<file path="src/rtl/sindoku_pkg.sv">
// Shared constants, one-hot state encoding and the board address helper for
// the Sudoku game sequencer.
//   GRID/CELLS : board side and cell count (only 9x9 is supported)
//   AW/DW      : board/ROM address width and digit width (0 = empty cell)
//   state_t    : one-hot sequencer states I, LOAD, SOLVE, CHECK, CORRECT, INCORRECT
//   rc2addr    : linear cell address row*9 + col
package sindoku_pkg;

    localparam int GRID  = 9;
    localparam int CELLS = GRID * GRID;
    localparam int AW    = 7;
    localparam int DW    = 4;

    localparam logic [3:0]    POS_MAX   = 4'd8;
    localparam logic [AW-1:0] LAST_ADDR = 7'd80;
    localparam logic [DW-1:0] MAX_DIGIT = 4'd9;

    typedef enum logic [5:0] {
        ST_I         = 6'b000001,
        ST_LOAD      = 6'b000010,
        ST_SOLVE     = 6'b000100,
        ST_CHECK     = 6'b001000,
        ST_CORRECT   = 6'b010000,
        ST_INCORRECT = 6'b100000
    } state_t;

    // Operands are widened before the multiply so row*9 does not truncate.
    function automatic logic [AW-1:0] rc2addr(input logic [3:0] row, input logic [3:0] col);
        return ({3'b000, row} * 7'd9) + {3'b000, col};
    endfunction

endpackage

</file>
<file path="src/rtl/sindoku_game_ctrl_if.sv">
// Memory-side bus of the game sequencer: the shared combinational puzzle /
// solution ROM address and the single-port board RAM.
//   rom_addr  : address to both ROMs        puz_data/sol_data : ROM digits
//   brd_addr  : board RAM address           brd_we/brd_wdata  : write port
//   brd_rdata : board RAM read data, one-cycle latency
// master = sequencer side, slave = memory side.
interface sindoku_game_ctrl_if;
    import sindoku_pkg::*;

    logic [AW-1:0] rom_addr;
    logic [DW-1:0] puz_data;
    logic [DW-1:0] sol_data;
    logic [AW-1:0] brd_addr;
    logic          brd_we;
    logic [DW-1:0] brd_wdata;
    logic [DW-1:0] brd_rdata;

    modport master (
        output rom_addr, brd_addr, brd_we, brd_wdata,
        input  puz_data, sol_data, brd_rdata
    );

    modport slave (
        input  rom_addr, brd_addr, brd_we, brd_wdata,
        output puz_data, sol_data, brd_rdata
    );

endinterface

</file>
<file path="src/rtl/sindoku_cursor.sv">
// Board cursor: row/col registers with clamped single-step moves.
//   Clk, Reset          : clock, async active-high reset (cursor -> 0,0)
//   move_en             : moves are honoured only when set
//   BtnR/BtnL/BtnU/BtnD : move pulses, priority R > L > U > D
//   load_en/load_row/load_col : jump to a given cell (overrides moves)
//   row, col            : registered cursor position 0..8
//   addr                : combinational linear address of the cursor
module sindoku_cursor
    import sindoku_pkg::*;
(
    input  logic          Clk,
    input  logic          Reset,
    input  logic          move_en,
    input  logic          BtnR,
    input  logic          BtnL,
    input  logic          BtnU,
    input  logic          BtnD,
    input  logic          load_en,
    input  logic [3:0]    load_row,
    input  logic [3:0]    load_col,
    output logic [3:0]    row,
    output logic [3:0]    col,
    output logic [AW-1:0] addr
);

    logic [3:0] row_r;
    logic [3:0] col_r;
    logic [3:0] row_nxt_s;
    logic [3:0] col_nxt_s;

    // Next cursor position: load wins, then one clamped move by priority.
    always_comb begin
        row_nxt_s = row_r;
        col_nxt_s = col_r;
        if (load_en) begin
            row_nxt_s = load_row;
            col_nxt_s = load_col;
        end else if (move_en) begin
            if (BtnR) begin
                col_nxt_s = (col_r < POS_MAX) ? col_r + 4'd1 : col_r;
            end else if (BtnL) begin
                col_nxt_s = (col_r > 4'd0) ? col_r - 4'd1 : col_r;
            end else if (BtnU) begin
                row_nxt_s = (row_r > 4'd0) ? row_r - 4'd1 : row_r;
            end else if (BtnD) begin
                row_nxt_s = (row_r < POS_MAX) ? row_r + 4'd1 : row_r;
            end else begin
                row_nxt_s = row_r;
                col_nxt_s = col_r;
            end
        end else begin
            row_nxt_s = row_r;
            col_nxt_s = col_r;
        end
    end

    // Cursor position register.
    always_ff @(posedge Clk or posedge Reset) begin
        if (Reset) begin
            row_r <= 4'd0;
            col_r <= 4'd0;
        end else begin
            row_r <= row_nxt_s;
            col_r <= col_nxt_s;
        end
    end

    assign row  = row_r;
    assign col  = col_r;
    assign addr = rc2addr(row_r, col_r);

endmodule

</file>
<file path="src/rtl/sindoku_game_ctrl.sv">
// Sudoku game sequencer: loads the puzzle into the board RAM, lets the user
// move a cursor and commit digits into non-fixed cells, and scans the board
// against the solution ROM reporting correct or the first wrong cell.
//   Clk, Reset          : clock, async active-high reset
//   BtnR/L/U/D/C        : debounced pulses (move, commit)
//   CheckSolu, Ack      : start check scan, acknowledge result
//   UserIn              : digit to commit (0 clears, >9 rejected)
//   bus                 : ROM/board RAM bus (master side)
//   CurRow/CurCol       : registered cursor position
//   ErrRow/ErrCol       : registered first mismatch of the last check
//   q_*                 : one-hot state outputs
module sindoku_game_ctrl
    import sindoku_pkg::*;
(
    input  logic                 Clk,
    input  logic                 Reset,
    input  logic                 BtnR,
    input  logic                 BtnL,
    input  logic                 BtnU,
    input  logic                 BtnD,
    input  logic                 BtnC,
    input  logic                 CheckSolu,
    input  logic                 Ack,
    input  logic [DW-1:0]        UserIn,
    sindoku_game_ctrl_if.master  bus,
    output logic [3:0]           CurRow,
    output logic [3:0]           CurCol,
    output logic [3:0]           ErrRow,
    output logic [3:0]           ErrCol,
    output logic                 q_I,
    output logic                 q_Load,
    output logic                 q_Solve,
    output logic                 q_Check,
    output logic                 q_Correct,
    output logic                 q_Incorrect
);

    state_t           state_r;
    state_t           next_state_s;
    logic [AW-1:0]    cnt_r;
    logic [3:0]       scan_row_r;
    logic [3:0]       scan_col_r;
    logic             cmp_vld_r;
    logic [AW-1:0]    cmp_addr_r;
    logic [3:0]       cmp_row_r;
    logic [3:0]       cmp_col_r;
    logic [DW-1:0]    sol_r;
    logic [CELLS-1:0] fixed_r;
    logic [3:0]       err_row_r;
    logic [3:0]       err_col_r;

    logic [AW-1:0]    cur_addr_s;
    logic [3:0]       cur_row_s;
    logic [3:0]       cur_col_s;
    logic             move_en_s;
    logic             load_cur_s;
    logic             issue_s;
    logic             mismatch_s;
    logic             commit_ok_s;
    logic             err_cap_s;
    logic [AW-1:0]    rom_addr_s;
    logic [AW-1:0]    brd_addr_s;
    logic             brd_we_s;
    logic [DW-1:0]    brd_wdata_s;

    sindoku_cursor u_cursor (
        .Clk      (Clk),
        .Reset    (Reset),
        .move_en  (move_en_s),
        .BtnR     (BtnR),
        .BtnL     (BtnL),
        .BtnU     (BtnU),
        .BtnD     (BtnD),
        .load_en  (load_cur_s),
        .load_row (err_row_r),
        .load_col (err_col_r),
        .row      (cur_row_s),
        .col      (cur_col_s),
        .addr     (cur_addr_s)
    );

    // A check cycle issues an address only while the scan is inside the board;
    // the compare stage sees the RAM word one cycle later.
    assign issue_s     = (state_r == ST_CHECK) && (cnt_r <= LAST_ADDR);
    assign mismatch_s  = (bus.brd_rdata == 4'd0) || (bus.brd_rdata != sol_r);
    assign commit_ok_s = (fixed_r[cur_addr_s] == 1'b0) && (UserIn <= MAX_DIGIT);
    assign err_cap_s   = (state_r == ST_CHECK) && cmp_vld_r && mismatch_s;

    // Next state and combinational memory-bus drive.
    always_comb begin
        next_state_s = state_r;
        rom_addr_s   = cur_addr_s;
        brd_addr_s   = cur_addr_s;
        brd_we_s     = 1'b0;
        brd_wdata_s  = UserIn;
        move_en_s    = 1'b0;
        load_cur_s   = 1'b0;
        case (state_r)
            ST_I: begin
                next_state_s = ST_LOAD;
            end
            ST_LOAD: begin
                rom_addr_s  = cnt_r;
                brd_addr_s  = cnt_r;
                brd_we_s    = 1'b1;
                brd_wdata_s = bus.puz_data;
                if (cnt_r == LAST_ADDR) begin
                    next_state_s = ST_SOLVE;
                end else begin
                    next_state_s = ST_LOAD;
                end
            end
            ST_SOLVE: begin
                if (CheckSolu) begin
                    next_state_s = ST_CHECK;
                end else if (BtnC) begin
                    brd_we_s = commit_ok_s;
                end else begin
                    move_en_s = 1'b1;
                end
            end
            ST_CHECK: begin
                rom_addr_s = issue_s ? cnt_r : 7'd0;
                brd_addr_s = issue_s ? cnt_r : 7'd0;
                if (cmp_vld_r && mismatch_s) begin
                    next_state_s = ST_INCORRECT;
                end else if (cmp_vld_r && (cmp_addr_r == LAST_ADDR)) begin
                    next_state_s = ST_CORRECT;
                end else begin
                    next_state_s = ST_CHECK;
                end
            end
            ST_CORRECT: begin
                if (Ack) begin
                    next_state_s = ST_I;
                end else begin
                    next_state_s = ST_CORRECT;
                end
            end
            ST_INCORRECT: begin
                if (Ack) begin
                    next_state_s = ST_SOLVE;
                    load_cur_s   = 1'b1;
                end else begin
                    next_state_s = ST_INCORRECT;
                end
            end
            default: begin
                next_state_s = ST_I;
            end
        endcase
    end

    // State register.
    always_ff @(posedge Clk or posedge Reset) begin
        if (Reset) begin
            state_r <= ST_I;
        end else begin
            state_r <= next_state_s;
        end
    end

    // Shared load/scan counter plus row/col of the scan address; cleared in I
    // and SOLVE so LOAD and CHECK both start from cell 0.
    always_ff @(posedge Clk or posedge Reset) begin
        if (Reset) begin
            cnt_r      <= 7'd0;
            scan_row_r <= 4'd0;
            scan_col_r <= 4'd0;
        end else if ((state_r == ST_I) || (state_r == ST_SOLVE)) begin
            cnt_r      <= 7'd0;
            scan_row_r <= 4'd0;
            scan_col_r <= 4'd0;
        end else if ((state_r == ST_LOAD) || issue_s) begin
            cnt_r <= cnt_r + 7'd1;
            if (scan_col_r == POS_MAX) begin
                scan_col_r <= 4'd0;
                scan_row_r <= scan_row_r + 4'd1;
            end else begin
                scan_col_r <= scan_col_r + 4'd1;
            end
        end else begin
            cnt_r      <= cnt_r;
            scan_row_r <= scan_row_r;
            scan_col_r <= scan_col_r;
        end
    end

    // Check pipeline stage 1: latch solution digit and the issued cell.
    always_ff @(posedge Clk or posedge Reset) begin
        if (Reset) begin
            cmp_vld_r  <= 1'b0;
            cmp_addr_r <= 7'd0;
            cmp_row_r  <= 4'd0;
            cmp_col_r  <= 4'd0;
            sol_r      <= 4'd0;
        end else begin
            cmp_vld_r  <= issue_s;
            cmp_addr_r <= cnt_r;
            cmp_row_r  <= scan_row_r;
            cmp_col_r  <= scan_col_r;
            sol_r      <= bus.sol_data;
        end
    end

    // Fixed-cell mask, rebuilt while the puzzle is loaded.
    always_ff @(posedge Clk or posedge Reset) begin
        if (Reset) begin
            fixed_r <= {CELLS{1'b0}};
        end else if (state_r == ST_LOAD) begin
            fixed_r[cnt_r] <= (bus.puz_data != 4'd0);
        end else begin
            fixed_r <= fixed_r;
        end
    end

    // First-mismatch coordinates of the last check.
    always_ff @(posedge Clk or posedge Reset) begin
        if (Reset) begin
            err_row_r <= 4'd0;
            err_col_r <= 4'd0;
        end else if (err_cap_s) begin
            err_row_r <= cmp_row_r;
            err_col_r <= cmp_col_r;
        end else begin
            err_row_r <= err_row_r;
            err_col_r <= err_col_r;
        end
    end

    assign bus.rom_addr  = rom_addr_s;
    assign bus.brd_addr  = brd_addr_s;
    assign bus.brd_we    = brd_we_s;
    assign bus.brd_wdata = brd_wdata_s;

    assign CurRow      = cur_row_s;
    assign CurCol      = cur_col_s;
    assign ErrRow      = err_row_r;
    assign ErrCol      = err_col_r;
    assign q_I         = state_r[0];
    assign q_Load      = state_r[1];
    assign q_Solve     = state_r[2];
    assign q_Check     = state_r[3];
    assign q_Correct   = state_r[4];
    assign q_Incorrect = state_r[5];

endmodule

</file>
<file path="src/flat_wrapper.sv">
// flat-port wrapper written by rule: the top's interface ports become plain ports
module sindoku_game_ctrl_flat import sindoku_pkg::*;
  (Clk, Reset, BtnR, BtnL, BtnU, BtnD, BtnC, CheckSolu, Ack, UserIn, CurRow, CurCol, ErrRow, ErrCol, q_I, q_Load, q_Solve, q_Check, q_Correct, q_Incorrect, bus_rom_addr, bus_brd_addr, bus_brd_we, bus_brd_wdata, bus_puz_data, bus_sol_data, bus_brd_rdata);
  sindoku_game_ctrl_if bus_i ();
  input  logic Clk;
  input  logic Reset;
  input  logic BtnR;
  input  logic BtnL;
  input  logic BtnU;
  input  logic BtnD;
  input  logic BtnC;
  input  logic CheckSolu;
  input  logic Ack;
  input  logic [DW-1:0] UserIn;
  output logic [3:0] CurRow;
  output logic [3:0] CurCol;
  output logic [3:0] ErrRow;
  output logic [3:0] ErrCol;
  output logic q_I;
  output logic q_Load;
  output logic q_Solve;
  output logic q_Check;
  output logic q_Correct;
  output logic q_Incorrect;
  output wire logic [$bits(bus_i.rom_addr)-1:0] bus_rom_addr;
  output wire logic [$bits(bus_i.brd_addr)-1:0] bus_brd_addr;
  output wire logic [$bits(bus_i.brd_we)-1:0] bus_brd_we;
  output wire logic [$bits(bus_i.brd_wdata)-1:0] bus_brd_wdata;
  input wire logic [$bits(bus_i.puz_data)-1:0] bus_puz_data;
  input wire logic [$bits(bus_i.sol_data)-1:0] bus_sol_data;
  input wire logic [$bits(bus_i.brd_rdata)-1:0] bus_brd_rdata;
  assign bus_rom_addr = bus_i.rom_addr;
  assign bus_brd_addr = bus_i.brd_addr;
  assign bus_brd_we = bus_i.brd_we;
  assign bus_brd_wdata = bus_i.brd_wdata;
  assign bus_i.puz_data = bus_puz_data;
  assign bus_i.sol_data = bus_sol_data;
  assign bus_i.brd_rdata = bus_brd_rdata;
  sindoku_game_ctrl u_core (.Clk(Clk), .Reset(Reset), .BtnR(BtnR), .BtnL(BtnL), .BtnU(BtnU), .BtnD(BtnD), .BtnC(BtnC), .CheckSolu(CheckSolu), .Ack(Ack), .UserIn(UserIn), .bus(bus_i), .CurRow(CurRow), .CurCol(CurCol), .ErrRow(ErrRow), .ErrCol(ErrCol), .q_I(q_I), .q_Load(q_Load), .q_Solve(q_Solve), .q_Check(q_Check), .q_Correct(q_Correct), .q_Incorrect(q_Incorrect));
endmodule
</file>
<file path="config.mk">
export PLATFORM = sky130hd
export DESIGN_NAME = sindoku_game_ctrl_flat
export DESIGN_NICKNAME = d
export VERILOG_FILES = /design/src/rtl/sindoku_pkg.sv /design/src/rtl/sindoku_game_ctrl_if.sv /design/src/rtl/sindoku_cursor.sv /design/src/rtl/sindoku_game_ctrl.sv /design/src/flat_wrapper.sv
export SDC_FILE = /design/constraint.sdc
export NUM_CORES = 1
export LEC_CHECK = 0
export ABC_AREA = 1
export BUFFER_PORTS_ARGS = -buffer_cell sky130_fd_sc_hd__buf_2
export CAP_MARGIN = 5
export CORE_ASPECT_RATIO = 0.6
export CORE_UTILIZATION = 50
export CTS_CLUSTER_DIAMETER = 40
export CTS_CLUSTER_SIZE = 30
export DETAILED_ROUTE_END_ITERATION = 8
export HOLD_SLACK_MARGIN = 0.02
export MAX_ROUTING_LAYER = met4
export PLACE_DENSITY_LB_ADDON = 0.15
export SLEW_MARGIN = 5
export SYNTH_ARGS = -nofsm -noshare
export SYNTH_HDL_FRONTEND = slang
export SYNTH_SLANG_ARGS = --single-unit
</file>
<file path="constraint.sdc">
create_clock -name Clk -period 4.5 [get_ports Clk]
set_input_delay 0.675 -clock Clk [delete_from_list [all_inputs] [get_ports Clk]]
set_output_delay 0.675 -clock Clk [all_outputs]
set_load 0.01 [all_outputs]
</file>
==> summary.md, run 1 <==
| Metric | Value |
|---|---|
| Worst Setup Path Type | flip-flop to output pin |
| IO Count | 66 |
| H-tree Lvls | 4 |
| Clock Latency Late Sink | 0.42 ns |
| Wire length per cell | about 17 microns |
| # diodes | 0 |
| R2R Path End | u_core.fixed_r[20] |
| Buf/Inv on CP | 2 |
| Worst path depth | 13 |
| GRT Util Overall | 27.6% |
| Worst Tran Pin Value | approximately 1.1 ns |
| CP Cell Sequence | ha_1 > ha_1 > fa_1 > inv_1 > nand3_1 > nand3_1 > nand3_1 > nand3_1 > nand2_1 > nand2_1 > nand2_1 > nand2_1 > buf_2 |
| Period utilisation layout | 91.0% |
| Clock-pin slew on the worst setup and hold paths | 0.07 ns |
| Final Util | 59.0% |
| Gate power share | between 7 and 8% |
| Die ar. | ~0.016 sq mm |
| Max Fclk | approximately 240 MHz |
| Required @ worst endpoint | around 3.8 ns |
| # DRC | 0 |
| Global-route wire length before repair | between 30 and 40 mm |
| Area contributors post-synth | dfrtp_1 46%, nand2_1 9.0%, mux2i_1 7.6% |
| Die width | approximately 160 microns |
| Final nets | between 1,000 and 1,500 |
| Initial DRC Count | between 600 and 700 |
| Max Cap Violations | 0 |
| Status | finished clean |
| Core area | roughly 0.015 sq mm |
| Cell with the most instances after synthesis | nand2_1 |
| Crit end category | output pin |
| Post-synthesis register bit count | 138 |
| R2R Setup Slk | between 2 and 2.5 ns |
| Max_slew headroom | approximately 27% |
| Leak | 0.00424 uW |
| CTS tree | yes |
| Hold crit path type | input port to async pin |
| Area Growth Syn to Fin | 14.6% |
| First-pass detailed-route iteration total | 5 |
| RSZ-0062 raised after global routing | no |
| Hold Vio Cnt, Final | 0 |
| Mapped Cells | just over 900 |
| CP max stage cell | fa_1 |
| Slowest Stage Delay on Critical Path | 0.84 ns |
| Switching power | around 760 uW |
| Startpoint Class | flip-flop |
| Critical path arrival | approximately 3.4 ns |
| Root buf cell | clkbuf_16 |
| Share of cells above drive strength 1 | between 10% and 20% |
| Depth of the most critical reg-to-reg path | 4 |
| Total CTS buffers | 17 |
| Vias in the first global route | 5,716 |
| Pwr Density | approximately 350 mW/mm^2 |
| Async SR Flop Fraction | 100% |
| Largest net degree at the start of global routing | about 80 |
| Via Count | 6,379 |
| Drt total wl | about 20 mm |
| Max clock buf depth | 2 |
| Clock Sinks | roughly 140 |
| FF-to-FF Start | u_core.cnt_r[0] |
| Initial antenna violation count | 0 |
| Final hold slack | between 0.3 and 0.4 ns |
| Sw Ratio | between 20% and 30% |
| Vias per cell | 5.41 |
| Ys flop type | dfrtp_1 |
| Finish-stage setup viols | 0 |
| Mapped Avg Cell Area | around 8.3 sq um |
| Crit path time final | between 4 and 5 ns |
| Peak supply drop | between 0.0002 and 0.00025 V |
| Setup TNS | 0 ns |
| RD Place Congestion | around 0.94 |
| Initial Util | roughly 52% |
| Yosys warns | 0 |
| Top cell type's share of synthesized area | between 40% and 50% |
| Die Span Y | slightly below 100 microns |
| Post-CTS Resized | 0 |
| Number of synthesized flops with an enable pin | 0 |
| Num rows | 34 |
| Max Clock Skew | between 0.01 and 0.015 ns |
| Distinct cells, synth | 45 |
| Post-CTS setup buffers | 0 |
| Max-slew violations | 0 |
| Seq/Total Area, Yosys | between 40% and 50% |
| Clk pwr share | between 40% and 50% |
| Hold buffers post-CTS | 0 |
| Detailed placement HPWL | 13.9 mm |
| Cell taking the most area after synthesis | dfrtp_1 |
| Grt total ovfl | 0 |
| Syn_nets | 960 |
| Int Pwr | around 2200 uW |
| Antenna-violating nets left | 0 |
| Cell family with most CP delay | adder cells |
| Worst-path fanout max | 12 |
| Most frequent cells after synthesis | 181 x nand2_1, 137 x dfrtp_1, 120 x inv_1 |
| Syn Std Cell Area | approximately 0.0075 sq mm |
| Register share of total power | between 40 and 50% |
| Input/output buffers | 65 |
[metal layers]
metal / vias to the layer above / global-route usage (%) / part of all wire (%)
li1: 3090 / - / -
met1: 3027 / 44.0 / 52
met2: 247 / 34.7 / 39
met3: 15 / 5.83 / 8.1
met4: 0 / 6.81 / 0.69
met5: - / - / 0
[stage by stage]
stage / setup slack [ns] / total power (uW) / area (sq um) / cells
after floorplan: 0.130 / 1440 / 7520 / 911
after global placement: 0.924 / 1520 / 7990 / 1147
after detailed placement: 0.882 / 1520 / 7990 / 1147
after CTS: 0.432 / 3000 / 8610 / 1179
after global routing: 0.144 / 3090 / 8610 / 1179
final: 0.403 / 2990 / 8610 / 1179
[registers in the layout (all words and copies together) (netlist names), 6 cells and up]
name / flops
u_core.fixed_r: 81
u_core.cmp_addr_r: 7
u_core.cnt_r: 7
u_core.state_r: 6
[layout make-up]
cell class | count | area (sq um)
fill | 1297 | 5980
sequential | 138 | 3450
multi-input combinational | 609 | 3400
inverter | 127 | 482
clock buffer | 18 | 439
timing repair buffer | 75 | 400
tap | 198 | 248
clock inverter | 14 | 186
[power by group through the flow]
stage	clock, uW	combinational (uW)	sequential (uW)
6_report	1500	236	1260
5_1_grt	1560	265	1260
4_1_cts	1510	235	1260
3_5_place_dp	0	233	1290
3_3_place_gp	0	233	1290
2_1_floorplan	0	158	1290
[placed cells by master, fill, tap and decap left out, types with 5 or more instances in the layout]
cell	Yosys	final
a21oi_1	24	24
inv_6	0	5
nand2_1	181	181
ha_1	21	21
buf_4	9	10
inv_1	120	119
clkbuf_16	0	17
nor2_1	91	91
nand3_1	103	103
o211ai_1	9	9
o31ai_1	11	11
dfrtp_1	137	137
nor3_1	14	14
mux2i_1	57	57
o21ai_0	47	47
inv_2	5	5
buf_2	9	65
o22ai_1	7	7
xor2_1	9	9
[worst max path at each step]
stage | start | end | slack [ns]
after detailed placement | u_core.u_cursor.row[1] | bus_brd_we | 0.88
after CTS | u_core.u_cursor.row[1] | bus_brd_we | 0.43
after global placement | u_core.u_cursor.row[1] | bus_brd_we | 0.92
after global routing | u_core.u_cursor.row[0] | bus_brd_we | 0.14
after floorplan | Reset | u_core.ErrCol[0] | 0.13
final | u_core.u_cursor.row[1] | bus_brd_we | 0.40
[logic make-up after synthesis]
family / synth area share [%]
compound gates: 8.32
xor+xnor: 1.16
fa+ha+maj: 4.29
buf+inv: 8.89
flops: 45.9
mux: 7.59
simple gates: 23.8
Note: power is estimated with default switching activity, not from simulation.
==> inputs of run 2 (changes only) <==
==> constraint.sdc (replaced) <==
create_clock -name Clk -period 4.5 [get_ports Clk]
set_input_delay 0.225 -clock Clk [delete_from_list [all_inputs] [get_ports Clk]]
set_output_delay 0.225 -clock Clk [all_outputs]
set_load 0.02 [all_outputs]
==> run 2 against run 1 <==
Compared with the run above: the flow now finishes with violations (hold timing); fmax rose by 8.1%; global-route usage about the same; cell count up 0.25%; hold slack worse by 0.33 ns; largest power group unchanged; highest routed layer unchanged.
==> summary.md, run 2 (synthesis gave the netlist of run 1 again) <==
| Metric | Value |
|---|---|
| Finish-stage setup viols | 0 (unchanged) |
| Period utilisation layout | 84.2% (-6.8 points) |
| Final WS setup | 0.710 ns (+0.307 ns) |
| Commonest non-fill, non-tap cell in the layout | nand2_1 |
| Worst Setup Path Type | flip-flop to output pin |
| Required @ worst endpoint | 4.28 ns (+0.45 ns) |
| Share of cells above drive strength 1 | 12.9% (-0.14 points) |
| Via Count | 6,341 (-0.60%) |
| Global-route wire length before repair | 32.2 mm (+0.50%) |
| Core area | 0.0146 sq mm (unchanged) |
| H-tree Lvls | 4 (unchanged) |
| R2R Setup Slk | 1.99 ns (-0.14 ns) |
| Die width | 160 microns (unchanged) |
| Fillcell total | 1,305 (+0.62%) |
| Hold buffers post-CTS | 4 (+4) |
| Critical path arrival | 3.56 ns (+0.14 ns) |
| Worst path depth | 13 (unchanged) |
| Post-CTS Resized | 0 (unchanged) |
| Cell family with most CP delay | adder cells |
| Worst-path fanout max | 12 (unchanged) |
| Vias in the first global route | 5,821 (+1.8%) |
| Wire length per cell | 16.7 microns (+0.47%) |
| Final hold slack | -0.00662 ns (-0.326 ns) |
| Failing checks | hold timing |
| Total CTS buffers | 17 (unchanged) |
| Startpoint Class | flip-flop |
| Most frequent cells in the layout | 181 x nand2_1, 137 x dfrtp_1, 119 x inv_1, 103 x nand3_1, 91 x nor2_1 |
| Leak | 0.00423 uW (-0.11%) |
| Int Pwr | 2080 uW (-6.9%) |
| Initial DRC Count | 656 (+1.9%) |
| Clock Sinks | 138 (unchanged) |
| Initial antenna violation count | 0 (unchanged) |
| Pre-CTS setup slack | 1.18 ns (+0.296 ns) |
| Pwr Density | 338 mW/mm^2 (-2.8%) |
| Reg with most FFs | u_core.fixed_r |
| Final nets | 1,020 (+0.29%) |
| Buf/Inv on CP | 2 (unchanged) |
| Gate power share | 8.4% (+0.5 points) |
| Drt total wl | 19.8 mm (+0.72%) |
| Antenna-violating nets left | 0 (unchanged) |
| CTS tree | yes |
| Register area | 0.00345 sq mm (unchanged) |
| # diodes | 0 (unchanged) |
| RSZ-0062 raised after global routing | no |
| Worst Setup EP | bus_brd_we |
| Crit path time final | 3.79 ns (-0.307 ns) |
| Max_slew headroom | 21.7% (-5.6 points) |
| Initial Util | 51.5% (unchanged) |
| Die ar. | 0.0155 sq mm (unchanged) |
| Vias per cell | 5.36 (-0.85%) |
| Max Fclk | 264 MHz (+8.1%) |
| # DRC | 0 (unchanged) |
| Detailed placement HPWL | 13.6 mm (-2.1%) |
| Clock Latency Late Sink | 0.43 ns (about the same) |
| Register share of total power | 43.3% (+1.1 points) |
| IO Count | 66 (unchanged) |
| Sw Ratio | 28.6% (+3.2 points) |
| Setup TNS | 0 ns (unchanged) |
| RD Place Congestion | 0.902 (-4.1%) |
| Hold crit path type | input port to async pin |
| GRT Util Overall | 27.7% (about the same) |
| Input/output buffers | 65 (unchanged) |
| Area of the multi-input gates | 0.00340 sq mm (unchanged) |
| CP max stage cell | fa_1 |
| Grt total ovfl | 0 (unchanged) |
| Max Clock Skew | 0.0144 ns (+0.00233 ns) |
| Post-CTS setup buffers | 0 (unchanged) |
| First-pass detailed-route iteration total | 5 (unchanged) |
| Clk pwr share | 48.3% (-1.6 points) |
| Root buf cell | clkbuf_16 |
| Area Growth Syn to Fin | 14.7% |
| Peak supply drop | 0.000208 V (+2.6%) |
| Status | complete, but fails checks |
| Slowest Stage Delay on Critical Path | 0.86 ns (+0.02 ns) |
| Die Span Y | 97.0 microns (unchanged) |
| Num rows | 34 (unchanged) |
| Max-slew violations | 0 (unchanged) |
| Max reg flops | 81 (unchanged) |
| Depth of the most critical reg-to-reg path | 5 (+1) |
| Final Util | 59.1% (+0.069 points) |
| Clock-pin slew on the worst setup and hold paths | 0.07 ns (about the same) |
| Largest net degree at the start of global routing | 99 (+21%) |
| Crit end category | output pin |
| Max Cap Violations | 0 (unchanged) |
| Start point of the critical path | u_core.u_cursor.row[1] |
| R2R Path End | u_core.fixed_r[5] |
| Switching power | 834 uW (+9.5%) |
| Hold Vio Cnt, Final | 5 (+5) |
| FF-to-FF Start | u_core.cnt_r[0] |
| Biggest regs | u_core.fixed_r (81), u_core.cmp_addr_r (7), u_core.cnt_r (7) |
| CP Cell Sequence | ha_1 > ha_1 > fa_1 > inv_1 > nand3_1 > nand3_1 > nand3_1 > nand3_1 > nand2_1 > nand2_1 > nand2_1 > nand2_1 > buf_2 |
| Worst Tran Pin Value | 1.17 ns (+0.0905 ns) |
| Max clock buf depth | 2 (unchanged) |
[run 2: changes by cell type in the layout (fill, tap and decap cells not counted)]
cell,previous run,this run
clkinv_4,3,2
clkinv_2,1,0
clkbuf_8,1,0
inv_8,2,4
dlygate4sd3_1,0,4
clkinv_8,0,5
buf_4,10,9
bufinv_16,3,0
inv_6,5,4
[run 2: worst min path at each step]
| stage | from | end | slack, ns | cells past startpoint |
|---|---|---|---|---|
| after CTS | Reset | u_core.sol_r[1] | 0.03 | 2 |
| after floorplan | bus_sol_data[0] | u_core.sol_r[0] | 0.26 | 0 |
| final | Reset | u_core.sol_r[1] | -0.007 | 2 |
| after global placement | bus_sol_data[2] | u_core.sol_r[2] | 0.33 | 1 |
| after detailed placement | bus_sol_data[2] | u_core.sol_r[2] | 0.33 | 1 |
| after global routing | Reset | u_core.sol_r[2] | 0.05 | 2 |
[run 2: power groups by stage]
stage          clock network, uW  logic [uW]  registers (uW)
2_1_floorplan                  0         159            1290
3_3_place_gp                   0         237            1290
3_5_place_dp                   0         239            1290
4_1_cts                     1420         243            1260
5_1_grt                     1480         272            1260
6_report                    1410         244            1260
[run 2: through the flow]
stage	area, sq um	hold slack (ns)	instances	power, uW
finish	8620	-0.00662	1182	2910
global route	8620	0.0486	1182	3020
CTS	8620	0.0289	1182	2930
detailed placement	7980	0.334	1146	1520
global placement	7980	0.333	1146	1520
floorplan	7520	0.256	911	1450
[run 2: layout make-up]
type / instances / share of cell area, %
tap: 198 / 2.87
clock inverter: 15 / 2.06
clock buffer: 17 / 4.93
inverter: 127 / 5.59
multi-input combinational: 609 / 39.5
sequential: 138 / 40.1
timing repair buffer: 78 / 5.02
[run 2: routing by layer]
| metal | wire [microns] | track usage (%) |
|---|---|---|
| met1 | 10400 | 44.2 |
| met2 | 7680 | 34.2 |
| met3 | 1510 | 6.30 |
| met4 | 204 | 6.89 |
| met5 | 0 | - |
==> inputs of run 3 (changes only) <==
==> constraint.sdc (replaced) <==
create_clock -name Clk -period 3.5 [get_ports Clk]
set_input_delay 0.175 -clock Clk [delete_from_list [all_inputs] [get_ports Clk]]
set_output_delay 0.175 -clock Clk [all_outputs]
set_load 0.02 [all_outputs]
==> run 3 against run 2 <==
Compared with the run above: the flow now finishes without violations; non-clock buffer count increased by 9; sequential power increased by 29%; count of clock-buffer cells in the layout unchanged; critical path depth increased by 1; sequential cell count unchanged; total power increased by 31%; worst setup slack got worse by 0.54 ns; die area unchanged; critical endpoint unchanged; largest cell class unchanged.
==> summary.md, run 3 (synthesis gave the netlist of run 1 again) <==
| Metric | Value |
|---|---|
| Register area | 0.00345 sq mm (unchanged) |
| Max clock buf depth | 2 (unchanged) |
| Startpoint Class | flip-flop |
| FF-to-FF Start | u_core.cnt_r[6] |
| Worst Setup Path Type | flip-flop to output pin |
| Die Span Y | 97.0 microns (unchanged) |
| Commonest non-fill, non-tap cell in the layout | nand2_1 |
| Worst Setup EP | bus_brd_we |
| Max_slew headroom | 30.9% (+9.2 points) |
| RSZ-0062 raised after global routing | no |
| Max-slew violations | 0 (unchanged) |
| Final hold slack | 0.0560 ns (+0.0626 ns) |
| Most frequent cells in the layout | 181 x nand2_1, 137 x dfrtp_1, 118 x inv_1, 103 x nand3_1, 91 x nor2_1 |
| Die width | 160 microns (unchanged) |
| Max Clock Skew | 0.0118 ns (-0.00260 ns) |
| Share of cells above drive strength 1 | 13.7% (+0.78 points) |
| Hold crit path type | input port to flip-flop |
| Area of the multi-input gates | 0.00340 sq mm (unchanged) |
| Total CTS buffers | 17 (unchanged) |
| Worst Tran Pin Value | 1.03 ns (-0.139 ns) |
| Max Cap Violations | 0 (unchanged) |
| Grt total ovfl | 0 (unchanged) |
| R2R Path End | u_core.fixed_r[77] |
| Clock Latency Late Sink | 0.43 ns (about the same) |
| Via Count | 6,499 (+2.5%) |
| # diodes | 0 (unchanged) |
| Hold Vio Cnt, Final | 0 (-5) |
| Crit path time final | ~3.3 ns |
| Depth of the most critical reg-to-reg path | 7 (+2) |
| Area Growth Syn to Fin | 16.2% |
| Start point of the critical path | u_core.u_cursor.row[0] |
| Period utilisation layout | between 90% and 100% |
| Required @ worst endpoint | 3.32 ns (-0.96 ns) |
| Crit end category | output pin |
| Max reg flops | 81 (unchanged) |
| Worst-path fanout max | 7 (-5) |
| R2R Setup Slk | 1.22 ns (-0.77 ns) |
| Placed cell areas | 0.00806 sq mm (+0.96%) |
| Finish-stage setup viols | 0 (unchanged) |
| Detailed placement HPWL | 14.3 mm (+5.5%) |
| Peak supply drop | 0.000246 V (+18%) |
| Sw Ratio | 26.8% (-1.9 points) |
| IO Count | 66 (unchanged) |
| RD Place Congestion | 0.944 (+4.6%) |
| Core area | 0.0146 sq mm (unchanged) |
| Vias per cell | 5.45 (+1.6%) |
| Register share of total power | 42.4% (-0.9 points) |
| Vias in the first global route | 5,912 (+1.6%) |
| Post-route insts no fill | 1,192 (+0.85%) |
| Gate power share | 8.6% (+0.2 points) |
| Input/output buffers | 65 (unchanged) |
| CTS tree | yes |
| Total Power | 3830 uW (+31%) |
| H-tree Lvls | 4 (unchanged) |
| Pwr Density | 438 mW/mm^2 (+30%) |
| Initial DRC Count | 786 (+20%) |
| Wire length per cell | 17.2 microns (+2.8%) |
| Clock-pin slew on the worst setup and hold paths | 0.07 ns (about the same) |
| Root buf cell | clkbuf_16 |
| GRT Util Overall | 28.6% (+0.96 points) |
| Leak | 0.00429 uW (+1.3%) |
| Biggest regs | u_core.fixed_r (81), u_core.cmp_addr_r (7), u_core.cnt_r (7) |
| Critical path arrival | 3.15 ns (-0.41 ns) |
| Initial Util | 51.5% (unchanged) |
| Reg with most FFs | u_core.fixed_r |
| Antenna-violating nets left | 0 (unchanged) |
| Clock Sinks | 138 (unchanged) |
| Switching power | 1020 uW (+23%) |
| Fillcell total | 1,292 (-1.0%) |
| Cells after DPL | 1,153 (+0.61%) |
| # DRC | 0 (unchanged) |
| Global-route wire length before repair | 33.2 mm (+3.2%) |
| Die ar. | 0.0155 sq mm (unchanged) |
| Int Pwr | 2800 uW (+35%) |
| Clk pwr share | 49.0% (+0.7 points) |
| First-pass detailed-route iteration total | 6 (+1) |
| Initial antenna violation count | 0 (unchanged) |
| Design area | 0.00874 sq mm (+1.3%) |
| Max Fclk | 300 MHz |
| Status | finished clean |
| Largest net degree at the start of global routing | 82 (-17%) |
| Num rows | 34 (unchanged) |
| Setup TNS | 0 ns (unchanged) |
| Drt total wl | 20.5 mm (+3.6%) |
| Final nets | 1,030 (+0.98%) |
-- run 3: timing repair --
action / in CTS / in global routing
hold buffers: 6 / 0
buffers inserted: 0 / 0
endpoints found under the setup margin: 0 / 1
endpoints found under the hold margin: 24 / 0
gates resized for setup: 0 / 3
-- run 3: worst max-delay path: stages (launching register included) --
cell and delay, ns:
dfrtp_1 0.44, ha_1 0.32, ha_1 0.27, ha_1 0.37, xor2_1 0.19, buf_4 0.17
inv_1 0.23, nand3_1 0.16, nand3_1 0.10, nand3_1 0.08, nand2_1 0.07, nand2_1 0.05
nand2_1 0.07, nand2_1 0.05, buf_2 0.16
-- run 3: area by class of cell --
| class | instances | area share [%] |
|---|---|---|
| Tap cell | 198 | 2.84 |
| Inverter | 127 | 5.54 |
| Timing Repair inverter | 1 | 0.0859 |
| Clock inverter | 15 | 2.05 |
| Clock buffer | 17 | 4.87 |
| Sequential cell | 138 | 39.5 |
| Multi-Input combinational cell | 609 | 39.0 |
| Timing Repair Buffer | 87 | 6.11 |
-- run 3: worst min-delay path by stage --
stage               startpoint                end  cells after the start
3_3_place_gp   bus_sol_data[1]    u_core.sol_r[1]                      1
6_report             CheckSolu  u_core.state_r[3]                      3
5_1_grt              CheckSolu  u_core.state_r[2]                      4
3_5_place_dp   bus_sol_data[2]    u_core.sol_r[2]                      1
2_1_floorplan  bus_sol_data[0]    u_core.sol_r[0]                      0
4_1_cts              CheckSolu  u_core.state_r[3]                      3
-- run 3: metal layers --
| metal | share of wire (%) | routed length [microns] | vias to the layer above | track usage (%) |
|---|---|---|---|---|
| li1 | - | - | 3120 | - |
| met2 | 39 | 7950 | 253 | 35.5 |
| met4 | 0.80 | 165 | 0 | 5.86 |
| met3 | 8.7 | 1790 | 21 | 6.73 |
| met5 | 0 | 0 | - | - |
| met1 | 52 | 10600 | 3105 | 45.9 |
-- run 3: power by group through the flow --
stage	Clock, uW	Sequential, uW	Combinational, uW
2_1_floorplan	0	1650	205
5_1_grt	1950	1630	366
6_report	1880	1620	328
3_3_place_gp	0	1650	313
4_1_cts	1890	1620	319
3_5_place_dp	0	1650	313
-- run 3: per-stage QoR --
step / setup slack, ns / util (%)
final: 0.170 / 59.9
after global routing: 0.0110 / 59.9
after CTS: 0.133 / 59.8
after detailed placement: 0.604 / 55.2
after global placement: 0.632 / 55.2
after floorplan: 0.561 / -
